### src/rtl/time_base_pkg.sv
// Shared constants for the time base block.
package time_base_pkg;
  localparam int CNT_W_D     = 32;
  localparam int PRESC_W_D   = 16;
  localparam int N_CMP_D     = 4;
  localparam int SYNC_STAGES = 3;
endpackage

### src/rtl/tick_sync_edge.sv
// tick_in synchroniser and rising-edge detector.
module tick_sync_edge
  import time_base_pkg::*;
(
  input  logic clk,
  input  logic rst,
  input  logic tick_in,
  output logic edge_p
);

  logic [SYNC_STAGES-1:0] sync_q;
  logic [SYNC_STAGES-2:0] vld_q;
  logic                   armed;

  // armed stays low until a genuine low has reached the detector, so a
  // tick_in already high when rst releases is not taken as an edge.
  always_ff @(posedge clk) begin
    if (rst) begin
      sync_q <= '0;
      vld_q  <= '0;
      armed  <= 1'b0;
      edge_p <= 1'b0;
    end else begin
      sync_q <= {sync_q[SYNC_STAGES-2:0], tick_in};
      vld_q  <= {vld_q[SYNC_STAGES-3:0], 1'b1};
      if (vld_q[SYNC_STAGES-2] && !sync_q[SYNC_STAGES-2])
        armed <= 1'b1;
      edge_p <= armed & sync_q[SYNC_STAGES-2]
              & ~sync_q[SYNC_STAGES-1];
    end
  end

endmodule

### src/rtl/time_base_ctrl.sv
// Prescaled tick accumulator with load, capture and compare channels.
module time_base_ctrl
  import time_base_pkg::*;
#(
  parameter int CNT_W   = CNT_W_D,
  parameter int PRESC_W = PRESC_W_D,
  parameter int N_CMP   = N_CMP_D
) (
  input  logic                   clk,
  input  logic                   rst,
  input  logic                   tick_in,
  input  logic                   clr,
  input  logic [PRESC_W-1:0]     presc,
  input  logic                   load,
  input  logic [CNT_W-1:0]       load_val,
  input  logic                   cap_stb,
  input  logic [N_CMP*CNT_W-1:0] cmp_val,
  input  logic [N_CMP-1:0]       cmp_en,
  output logic [CNT_W-1:0]       q,
  output logic                   tick_ev,
  output logic [CNT_W-1:0]       cap_q,
  output logic                   cap_vld,
  output logic [N_CMP-1:0]       cmp_hit,
  output logic                   wrap
);

  logic               tick_p;
  logic [PRESC_W-1:0] presc_r;
  logic [PRESC_W-1:0] sch;
  logic [CNT_W-1:0]   acc;
  logic               upd_r;
  logic [N_CMP-1:0]   cmp_next;

  tick_sync_edge u_sync (
    .clk     (clk),
    .rst     (rst),
    .tick_in (tick_in),
    .edge_p  (tick_p)
  );

  assign q = acc;

  // upd_r marks the cycle where acc shows a freshly written value,
  // so a match fires once and not again while acc holds.
  always_comb begin
    cmp_next = '0;
    for (int i = 0; i < N_CMP; i++)
      cmp_next[i] = upd_r & cmp_en[i]
                  & (acc == cmp_val[i*CNT_W +: CNT_W]);
  end

  always_ff @(posedge clk) begin
    if (rst) begin
      presc_r <= '0;
      sch     <= '0;
      acc     <= '0;
      upd_r   <= 1'b0;
      tick_ev <= 1'b0;
      wrap    <= 1'b0;
      cap_q   <= '0;
      cap_vld <= 1'b0;
      cmp_hit <= '0;
    end else begin
      presc_r <= presc;
      tick_ev <= tick_p;
      wrap    <= 1'b0;
      upd_r   <= 1'b0;
      cap_vld <= cap_stb;
      cmp_hit <= cmp_next;
      if (cap_stb)
        cap_q <= acc;
      if (clr) begin
        acc   <= '0;
        sch   <= '0;
        upd_r <= 1'b1;
      end else if (load) begin
        acc   <= load_val;
        sch   <= '0;
        upd_r <= 1'b1;
      end else if (tick_p) begin
        if (sch >= presc_r) begin
          sch   <= '0;
          acc   <= acc + CNT_W'(1);
          upd_r <= 1'b1;
          wrap  <= &acc;
        end else begin
          sch <= sch + PRESC_W'(1);
        end
      end
    end
  end

endmodule

### config.mk
export PLATFORM = sky130hd
export DESIGN_NAME = time_base_ctrl
export DESIGN_NICKNAME = d
export VERILOG_FILES = /design/src/rtl/time_base_pkg.sv /design/src/rtl/tick_sync_edge.sv /design/src/rtl/time_base_ctrl.sv
export SDC_FILE = /design/constraint.sdc
export NUM_CORES = 1
export LEC_CHECK = 0
export CAP_MARGIN = 20
export CORE_MARGIN = 8
export CORE_UTILIZATION = 40
export CTS_CLUSTER_DIAMETER = 100
export DETAILED_ROUTE_END_ITERATION = 8
export PLACE_DENSITY = 0.76
export SYNTH_ARGS = -nofsm -noshare
export SYNTH_HDL_FRONTEND = slang
export SYNTH_HIERARCHICAL = 1
export SYNTH_SLANG_ARGS = --single-unit
### constraint.sdc
create_clock -name clk -period 2.31 [get_ports clk]
set_input_delay 0.3465 -clock clk [delete_from_list [all_inputs] [get_ports clk]]
set_output_delay 0.3465 -clock clk [all_outputs]
set_load 0.02 [all_outputs]
==> flow_results.org, run 1 <==
** Layout
- The filler cells instantiated in the layout total 1285.
- Synth-to-Final Area Change :: 60.3%
- After routing the design area is 0.0102 mm^2.
- Summing all flip-flop and latch instances after layout gives 0.00223 mm^2.
- The library cells used most frequently in the layout, excluding fill and tap cells, are clkdlybuf4s50_1 (254), dfxtp_1 (108), xor2_1 (104), buf_4 (71), xnor2_1 (64).
- # diodes :: 0
- The multi-input combinational cells in the finished layout cover a total of 0.00408 mm^2.
- The post-route netlist has 14.2% of its cells at a drive strength greater than 1.
- Most common cell after layout, fill and taps aside :: clkdlybuf4s50_1
- At the end of the flow, the number of nets in the layout was 1234.

** STA
- Worst Slack Setup Final :: -0.0725 ns
- The number of hold-slack violations in the final timing report came to 0.
- Timing would allow up to 420 MHz.
- Fin crit share :: 103%
- Slew at the pin with the worst max-slew slack :: 0.622 ns
- After layout, the minimum clock period comes to 2.38 ns.
- Setup repair after global routing could not meet its margin everywhere.
- The number of max-slew violations in the final report was 0.
- Setup violations remaining at the end of the flow were counted as 24.
- Slew margin rel. :: 58.5%
- Hold is met by 0.446 ns.
- Setup TNS :: -0.421 ns
- For the final database, setup skew stands at 0.0115 ns.

** Detailed routing
- In the final routed layout, each cell accounts on average for 21.6 um.
- In this run the remaining antenna-violating nets after routing total 0.
- After detailed routing, the met2 layer carries 12800 um of wire.
- DR WL met3 :: 2080 um
- Iteration-0 DRC count of the detailed router :: 558
- The first TritonRoute pass finished after 7 iterations.
- Total detailed-routing wirelength :: 27000 um
- After detailed routing, the wire length on met1 is 11300 um.
- DRC viols :: 0
- The highest metal layer carrying signal wires in the routed design is met4.
- After detailed routing, the number of vias per cell comes to 5.13.
- Routed via count :: 6418

** Outcome
- The final reports fail on setup timing.
- The run finished, with violations left.

** Run
- Count of maximum capacitance violations :: 0

** GRT
- Global routing used 25.9% of the available tracks.
- Initial antenna violation count :: 0
- Largest net degree at the start of global routing :: 45
- Number of global-route vias before repair :: 6437
- Global routing finished with a remaining overflow of 0.
- The first global-routing pass estimated 39200 um of wire.

** Critical path
- CP Capture Type :: flip-flop
- WP data arrival :: 2.67 ns
- For the worst setup path, the data required time is 2.60 ns.
- Top fanout value on the critical path :: 5
- Type of the worst setup path :: reg2reg
- CP Launch Type :: flip-flop

** Placement
- The placed instances occupy a cell area of 0.00958 mm^2.
- Once detailed placement completed, the half-perimeter wirelength came to 21200 um.
- Buffers on Ports :: 256
- The congestion estimate from routability-driven global placement came to 0.967.
- Setup Slack @ Placement :: -0.120 ns

** Floorplanning
- The floorplan has 46 rows.
- The total area inside the core boundary comes to 0.0157 mm^2.
- Die ar. :: 0.0202 mm^2
- For this design the top-level I/O count stands at 257.
- Y dimension of the die :: 142 um
- Measured along the x axis, the die boundary spans 142 um.
- The initial utilization of the core area, before any placement, comes to 40.6%.

** Clocking
- Clock latency on the worst-skew pair :: 0.36 ns
- TritonCTS built the clock tree.
- After clock tree synthesis, the clock-pin slew on the worst setup and hold paths is 0.07 ns.
- Max Root-Sink Buffers :: 2
- The H-tree was split into 3 levels.
- CTS Root Buffer Type :: clkbuf_16
- # hold bufs at CTS :: 0
- Inserted Clock Buffers :: 9
- Counting every sink on the clock net gives 111.

** Logic synthesis
- The number of different library cells used by synthesis comes to 43.
- Post-synthesis instance area :: 0.00637 mm^2
- Counting every net in the synthesized netlist gives 943.
- Counting flops and latches in the post-synthesis netlist gives 111.
- The share of the Yosys chip area taken by registers is 34.9%.
- Yosys warns :: 6
- Counting every instance in the synthesized netlist gives 739.
- Mean cell area of the mapped netlist :: 8.62 um^2

** Min path
- The tightest min-delay check is of the reg2reg type.

** Pwr
- Leak :: 4.01 nW
- VDD sags by at most 0.000374 V.
- For this design the ratio of total power to cell area is 442 mW/mm^2.
## area by class of cell
type	count	area share [%]
clock buffers	12	2.41
clock inverters	3	0.196
inverters	20	0.735
multi-input cells	549	39.9
flip-flops and latches	111	21.8
well taps	216	2.65
repair buffers	339	32.3
## metrics by stage
step | power, mW | std cells | utilization, %
after floorplan | 2.46 | 739 | -
after global placement | 3.05 | 1227 | 61.0
after detailed placement | 3.06 | 1227 | 61.0
after CTS | 4.53 | 1249 | 63.9
after global routing | 4.69 | 1250 | 65.0
final | 4.51 | 1250 | 65.0
## cells in the mapped netlist (all sizes together)
cell type	count	area, um^2
nand2	24	90.1
xor2	104	911
nand2b	3	26.3
or3	2	12.5
and3	8	50.1
dfxtp	111	2220
clkbuf	46	173
nor3	18	90.1
inv	19	71.3
mux2	1	11.3
nand4	29	181
nor4	29	181
and3b	1	8.76
or2	1	6.26
o21ai	34	170
xnor2	66	578
o221ai	1	8.76
nand4b	5	43.8
a21oi	37	185
buf	13	68.8
mux2i	33	330
nor2b	21	134
and4	1	8.76
and2	3	18.8
clkinv	1	3.75
a21boi	2	15.0
or4	4	30.0
and2b	3	26.3
a32o	1	10.0
o21a	4	30.0
nor3b	1	7.51
a211oi	1	7.51
nand3	22	110
nor2	68	255
ha	18	225
a2111oi	2	55.1
a21o	2	15.0
## registers in the layout (all words and copies together) (netlist names)
signal         cells
wrap               1
u_sync/edge_p      1
cap_vld            1
u_sync/sync_q      3
u_sync/armed       1
presc_r           16
upd_r              1
cap_q             32
cmp_hit            4
sch               16
u_sync/vld_q       2
tick_ev            1
q                 32
## per-layer routing
layer	up-vias	track usage (%)
li1	3074	-
met3	46	6.84
met1	3035	32.7
met2	263	41.6
met5	-	0
met4	0	8.93
## worst paths after layout
| check | slack (ns) | endpoint | startpoint | cells after the start |
|---|---|---|---|---|
| worst max-delay path | -0.07 | sch[0] | sch[0] | 11 |
| worst min-delay path | 0.45 | u_sync/vld_q[1] | u_sync/vld_q[0] | 1 |
| worst max register to register | -0.07 | sch[0] | sch[0] | 11 |
| worst min register to register | 0.45 | u_sync/vld_q[1] | u_sync/vld_q[0] | 1 |
## power breakdown
group | total, mW | switching [mW] | leakage, nW | internal (mW)
logic | 1.01 | 0.433 | 2.98 | 0.580
registers | 2.03 | 0.0617 | 0.907 | 1.97
clock network | 1.47 | 0.710 | 0.125 | 0.756
## critical path, stage by stage (launching register included)
cell	delay [ns]
dfxtp_2	0.35
inv_2	0.06
ha_4	0.20
nand2b_4	0.14
a2111oi_4	0.31
o21ai_2	0.12
a2111oi_4	0.36
buf_6	0.21
buf_6	0.15
nand2_4	0.05
mux2_4	0.28
nor2_1	0.10
## what timing repair did
item,in CTS,in global routing
setup buffers,4,1
setup endpoints to repair,47,50
cloned,3,0
endpoints found under the hold margin,0,0
pin swaps,42,20
gates resized for setup,30,39
## kinds of logic (layout without fill, tap and decap cells)
group / after synthesis / count (layout) / synth area share (%)
buffers and inverters: 79 / 374 / 4.97
adder cells (fa/ha/maj): 18 / 18 / 3.53
multiplexers: 34 / 34 / 5.36
AND/OR/NAND/NOR: 243 / 243 / 20.1
XOR/XNOR: 170 / 170 / 23.4
AO/OA/AOI/OAI: 84 / 84 / 7.80
flip-flops: 111 / 111 / 34.9
Power figures use the tool's default switching activity.
==> run 2, diff against run 1 <==
--- a/config.mk
+++ b/config.mk
@@ -7,10 +7,10 @@
 export LEC_CHECK = 0
 export CAP_MARGIN = 20
 export CORE_MARGIN = 8
-export CORE_UTILIZATION = 40
+export CORE_UTILIZATION = 44
 export CTS_CLUSTER_DIAMETER = 100
 export DETAILED_ROUTE_END_ITERATION = 8
-export PLACE_DENSITY = 0.76
+export PLACE_DENSITY = 0.79
 export SYNTH_ARGS = -nofsm -noshare
 export SYNTH_HDL_FRONTEND = slang
 export SYNTH_HIERARCHICAL = 1
==> constraint.sdc (replaced) <==
create_clock -name clk -period 2.52 [get_ports clk]
set_input_delay 0.378 -clock clk [delete_from_list [all_inputs] [get_ports clk]]
set_output_delay 0.378 -clock clk [all_outputs]
set_load 0.02 [all_outputs]
==> run 2 against run 1 <==
Compared with the run above:
- the flow now finishes without violations
- sequential power is 7% lower
- final cell count is 4.0% lower
- clock-buffer cell count is 1 higher
- hold slack worse by 0.053 ns
- core utilization is 2.6 points higher
- largest cell class unchanged
- worst setup slack better by 0.14 ns
- wire length is 7.0% lower
- global-route usage is 0.30 points higher
- clock power is 6% lower
- die area is 8.1% lower
- flip-flop and latch count stayed put
==> flow_results.org, run 2 (synthesis gave the netlist of run 1 again) <==
** STA
- Upper clock frequency limit :: 407 MHz
- Setup repair after global routing could not meet its margin everywhere.
- The number of max-slew violations in the final report came to 0.
- Clock Skew :: 0.0136 ns
- In this run the tightest slew margin relative to its limit is 59.2%.
- Final critical-path required period :: 2.46 ns
- Setup violations remaining at the end of the flow were counted as 0.
- On the final layout, the worst hold slack is 0.392 ns.
- Slew at the pin with the worst max-slew slack :: 0.612 ns
- Fin crit share :: 97.5%
- The number of hold-slack violations in the final timing report came to 0.
- After layout, the worst setup slack is 0.0630 ns.

** Run
- Count of maximum capacitance violations :: 0

** Layout
- Sequential cell area in the final layout :: 0.00222 mm^2
- Final-layout fill cell count :: 1165
- Non-Filler Instances :: 1200
- Layout Utilization :: 67.6%
- The area growth from synthesis to layout is 52.5%.
- Highest-count cells in the layout ignoring fill and taps :: clkdlybuf4s50_1 (254), dfxtp_1 (109), xor2_1 (104), nor2_1 (68), xnor2_1 (66)
- Footprint of the multi-input gates :: 0.00385 mm^2
- Most common cell after layout, fill and taps aside :: clkdlybuf4s50_1
- The final layout contains 1214 nets.
- The post-route netlist has 9.26% of its cells at a drive strength greater than 1.

** Placement
- The count of buffers added on input and output ports is 256.
- Setup Slack @ Placement :: -0.0472 ns
- Gpl congestion :: 0.967
- Number of placed instances with taps included :: 1182
- Dpl hpwl :: 20200 um

** Clocking
- The H-tree was split into 3 levels.
- The number of clock buffers added by TritonCTS is 9.
- TritonCTS built the clock tree.
- The cell sitting at the root of the clock tree is a clkbuf_16.
- The number of hold buffers added after CTS was 0.
- At the later pin of the worst-skew pair, clock insertion delay measures 0.36 ns.
- Clock sink total :: 111
- Max Root-Sink Buffers :: 2
- Clock-pin slew was measured on the worst setup and hold paths at 0.07 ns.

** Critical path
- Top fanout value on the critical path :: 14
- STA puts the critical path data arrival time at 2.70 ns.
- The worst setup path is captured at a flip-flop.
- Data required time of the critical path :: 2.76 ns
- The worst setup path is launched from a flip-flop.
- The setup path with the least slack is of type reg2reg.

** Min path
- HP Class :: in2reg

** Pwr
- Power density cells :: 425 mW/mm^2
- Power comes to 4.13 mW.
- For this design the static power due to leakage is 3.82 nW.
- Maximum vdd ir drop :: 0.000459 V

** Detailed routing
- Average vias per placed instance :: 5.28
- DRC viols :: 0
- In the final routed layout, each cell accounts on average for 20.9 um.
- The count of nets left with antenna violations once routing finished came out at 0.
- Routed via count :: 6341
- For this block, the initial DRC count from the detailed router was 527.
- First drt pass iteration count :: 5
- Total detailed-routing wirelength :: 25100 um

** Floorplanning
- Starting density of the core :: 44.3%
- FP Rows :: 44
- Die ar. :: 0.0186 mm^2
- In this run the vertical extent of the chip is 136 um.
- After floorplanning, the core was sized to cover 0.0144 mm^2.
- Boundary pin count :: 257
- Measured along the x axis, the die boundary spans 136 um.

** GRT
- Number of global-route vias before repair :: 6235
- The first global-routing pass estimated 36400 um of wire.
- Entering global routing, the biggest net connects 48 pins.
- In the global route stage, overall resource usage came out at 26.2%.
- Aggregate global routing overflow :: 0
- The number of antenna violations at the first check in global routing came to 2.

** Outcome
- The flow ran to the end, and the final reports show no timing, DRC or antenna violations.
==> run 2: cell types whose count changed in the layout (fill, tap and decap cells not counted), moves of 3 or more <==
cell / delta
buf_12: -4
buf_4: -11
buf_6: -4
nor2_1: +13
nor2_2: -3
nor2_4: -10
nor3_1: +7
nor3_2: -5
o21ai_0: +3
==> run 2: routing by layer <==
layer / wire [um] / vias to the layer above / global-route usage [%] / share of wire [%]
li1: - / 3051 / - / -
met1: 10200 / 2962 / 32.2 / 40
met2: 12100 / 280 / 41.8 / 48
met3: 2290 / 46 / 8.72 / 9.1
met4: 608 / 2 / 9.33 / 2.4
met5: 13 / - / 0 / 0.052
==> run 2: where the power goes <==
part / leakage (nW) / internal, mW / switching [mW] / total, mW
Clock: 0.136 / 0.724 / 0.658 / 1.38
Sequential: 0.907 / 1.81 / 0.0703 / 1.88
Combinational: 2.78 / 0.514 / 0.360 / 0.874
Total: 3.82 / 3.04 / 1.09 / 4.13
==> run 2: worst paths after layout <==
| check | from | endpoint | slack (ns) | cells after the start |
|---|---|---|---|---|
| max | presc_r[5] | q[21] | 0.06 | 11 |
| min | rst | cap_q[28] | 0.39 | 2 |
| max reg2reg | presc_r[5] | q[21] | 0.06 | 11 |
| min reg2reg | u_sync/sync_q[0] | u_sync/sync_q[1] | 0.45 | 1 |
==> run 2: metrics by stage <==
step / area [um^2] / setup TNS (ns)
after floorplan: 6370 / 0
after global placement: 9390 / 0
after detailed placement: 9390 / -0.125
after CTS: 9690 / 0
after global routing: 9720 / -0.263
final: 9720 / 0
==> run 2: repair_timing <==
action | in CTS | in global routing
pin swaps | 1 | 1
setup buffers | 1 | 0
setup endpoints to repair | 24 | 26
hold endpoints to repair | 0 | 0
resized for setup | 4 | 7
==> run 2: cell type report <==
type	instances	share of cell area [%]
clock inverter	3	0.180
sequential	111	22.9
antenna	1	0.0257
tap	184	2.37
clock buffer	13	2.68
multi-input combinational	549	39.7
timing repair buffer	319	31.4
inverter	20	0.772
==> run 2: critical path: stages (launching register included) <==
cell	delay [ns]
dfxtp_1	0.31
inv_1	0.04
ha_1	0.27
or3_1	0.39
a21oi_2	0.16
nor3_1	0.10
a2111oi_4	0.33
buf_4	0.20
buf_8	0.14
nand4b_1	0.14
xor2_1	0.17
a21oi_1	0.08
==> run 3, diff against run 2 <==
--- a/config.mk
+++ b/config.mk
@@ -6,6 +6,7 @@
 export NUM_CORES = 1
 export LEC_CHECK = 0
 export CAP_MARGIN = 20
+export CORE_ASPECT_RATIO = 1.1
 export CORE_MARGIN = 8
 export CORE_UTILIZATION = 44
 export CTS_CLUSTER_DIAMETER = 100
==> run 3 against run 2 <==
Compared with the run above:
- flip-flop and latch count stayed put
- clock skew is 0.0022 ns lower
- clock-buffer cell count is 1 lower
- clock power is 3% higher
- non-clock buffer count is 3 higher
- register-to-register slack hardly changed
- via count is 0.49% higher
- maximum frequency hardly changed
- wire length is 4.0% higher
- critical path type unchanged
- highest routed layer is now met4
==> flow_results.org, run 3 (synthesis gave the netlist of run 1 again) <==
** Floorplanning
- For this configuration, the core starts out at a cell density of 44.6%.
- In this run the standard cell core region covers 0.0143 mm^2.
- The die covers 0.0186 mm^2.
- The die is 142 um tall.
- FP Rows :: 46
- Boundary pin count :: 257
- From left edge to right edge, the die measures 131 um.

** Clocking
- CTS saw 111 sinks.
- Clock latency on the worst-skew pair, taken at its later pin, is 0.36 ns.
- In this run the deepest clock path goes through 2 buffers.
- CTS Root Buffer Type :: clkbuf_16
- TritonCTS clock tree :: done
- Inserted Clock Buffers :: 9
- The H-tree was split into 3 levels.
- Clock-pin slew of the registers on the worst-case setup and hold paths :: 0.07 ns

** Detailed routing
- For this block, the routed nets add up to 26100 um of wire.
- DRC viols :: 0
- Average vias per placed instance :: 5.27
- Number of antenna-violating nets in the routed design :: 0
- Iteration-0 DRC count of the detailed router :: 571
- First drt pass iteration count :: 5
- Average wire length per cell after detail routing :: 21.6 um
- Routed via count :: 6372

** Pwr
- Pint :: 3.07 mW
- Switching share of total power :: 26.6%
- Across the VDD grid, the largest voltage drop is 0.000374 V.
- Flop pwr share :: 44.7%
- Part of the total power dissipated in the clock network :: 34.0%
- The completed layout was analyzed and its total power is 4.19 mW.
- Net switching power :: 1.12 mW
- Leak :: 3.85 nW
- Dividing total power by cell area gives a power density of 429 mW/mm^2.
- Per report_power, the combinational group accounts for 21.4% of the total.

** Critical path
- The slowest stage of the critical path is the a2111oi_4 cell.
- The worst register-to-register path has a depth of 11.
- For this run, the slowest stage of the critical path takes 0.37 ns.
- The startpoint identified for the worst register-to-register timing path is sch[0].
- Data required time of the critical path :: 2.75 ns
- The kind of cell with the highest combined delay along the critical path is compound AO/OA/AOI/OAI gates.
- Buffering stage count on the worst path with inverters included :: 3
- STA classifies the critical path endpoint as a flip-flop.
- Counting buffers and inverters, the worst setup path is 11 cells deep.
- Cell Chain, Critical Path :: inv_1 -> ha_1 -> nand2b_4 -> a2111oi_4 -> o21ai_2 -> a2111oi_4 -> buf_6 -> buf_6 -> nand4b_1 -> xor2_1 -> a21oi_1
- Reg2Reg Capture Point :: q[21]
- The worst setup path is launched from a flip-flop.
- Setup slack on the worst reg-to-reg path comes out at 0.06 ns.
- WP data arrival :: 2.69 ns
- Type of the worst setup path :: reg2reg
- In this run the worst path has a maximum fanout of 8.

** STA
- Slew margin rel. :: 57.7%
- Number of setup violations in the final report :: 0
- Number of hold violations in the final report :: 0
- Slew at the pin with the worst max-slew slack :: 0.633 ns
- The clock arrives with 0.0114 ns of skew.
- Final critical-path required period :: 2.46 ns
- Dividing the final minimum period by the clock period gives 97.5%.
- Upper clock frequency limit :: 407 MHz
- Number of pins with negative max-slew slack in the final report :: 0

** Min path
- HP Class :: reg2reg
- Hold path endpoint :: u_sync/sync_q[1]
- Counting instances, the worst hold path has a depth of 1.
- The worst hold path begins at u_sync/sync_q[0].

** GRT
- The number of global-route vias before repair was 6270.
- The first global-routing pass estimated 37500 um of wire.
- Initial antenna violation count :: 0
- Global routing finished with a remaining overflow of 0.
- Entering global routing, the biggest net connects 47 pins.
- Overall Global Routing Usage :: 27.3%

** Run
- Max-cap violations in this run came to 0.

** Layout
- The library cell used most frequently in the layout, excluding fill and tap cells, is clkdlybuf4s50_1.
- Leaving out fill and tap cells, the most frequent cells in the layout are clkdlybuf4s50_1 (254), dfxtp_1 (111), xor2_1 (104), nor2_1 (68), xnor2_1 (66).
- Layout Utilization :: 68.4%
- After routing the design area is 0.00977 mm^2.
- The post-route netlist has 9.63% of its cells at a drive strength greater than 1.
- Final net count :: 1217
- Synth-to-Final Area Change :: 53.3%
- The repair_antennas step left the layout with diodes totalling 0.

** Placement
- After legalization and detailed placement, the total HPWL measured 20800 um.
- Once placement finished, the instance area stood at 0.00939 mm^2.
- Buffers on Ports :: 256
- The congestion estimate from routability-driven global placement came to 0.926.

** Outcome
- Run status :: finished clean
[run 3: cell type report]
class / count / area [um^2]
fillers: 1223 / 4500
clock inverters: 4 / 28.8
well taps: 192 / 240
clock buffers: 12 / 267
multi-input cells: 549 / 3860
repair buffers: 322 / 3080
flip-flops and latches: 111 / 2220
inverters: 20 / 75.1
[run 3: per-layer routing]
metal	vias up	global-route usage (%)	wire (um)	share of wire, %
met4	0	10.5	806	3.1
met1	2973	33.6	10300	40
met2	291	44.7	12700	49
met5	-	0	0	0
met3	61	6.41	2310	8.9
li1	3047	-	-	-
[run 3: worst reg2reg max path, delay by kind of cell, from the launching register on]
family	cells	cell delay [ns]
buffers and inverters	3	0.39
adder cells (fa/ha/maj)	1	0.27
XOR/XNOR	1	0.16
AND/OR/NAND/NOR	2	0.29
AO/OA/AOI/OAI	4	0.89
flip-flops	1	0.34
[run 3: worst max-delay path by stage]
| stage | from | end | slack [ns] |
|---|---|---|---|
| 3_3_place_gp | sch[0] | q[17] | 0.06 |
| 4_1_cts | presc_r[5] | q[17] | 0.03 |
| 3_5_place_dp | sch[0] | sch[15] | -0.01 |
| 5_1_grt | sch[0] | q[21] | -0.03 |
| 6_report | sch[0] | q[21] | 0.06 |
| 2_1_floorplan | sch[0] | q[21] | 0.07 |
[run 3: through the flow]
stage / hold slack (ns) / cells / TNS [ns] / setup WS (ns)
2_1_floorplan: 0.428 / 739 / 0 / 0.0711
3_3_place_gp: 0.430 / 1190 / 0 / 0.0619
3_5_place_dp: 0.438 / 1190 / -0.0455 / -0.0144
4_1_cts: 0.454 / 1206 / 0 / 0.0277
5_1_grt: 0.479 / 1210 / -0.0439 / -0.0261
6_report: 0.451 / 1210 / 0 / 0.0636
[run 3: what timing repair did]
item,4_1_cts,5_1_grt
hold buffers,0,0
gates resized for setup,2,10
pin swaps,1,3
endpoints found under the setup margin,15,30
gates cloned,0,3
buffers inserted,0,1
[run 3: power groups by stage]
stage | sequential, mW | clock (mW) | combinational (mW)
after detailed placement | 1.91 | 0 | 0.878
after floorplan | 1.91 | 0 | 0.342
final | 1.87 | 1.42 | 0.894
after CTS | 1.87 | 1.45 | 0.885
after global routing | 1.87 | 1.52 | 0.946
after global placement | 1.91 | 0 | 0.867
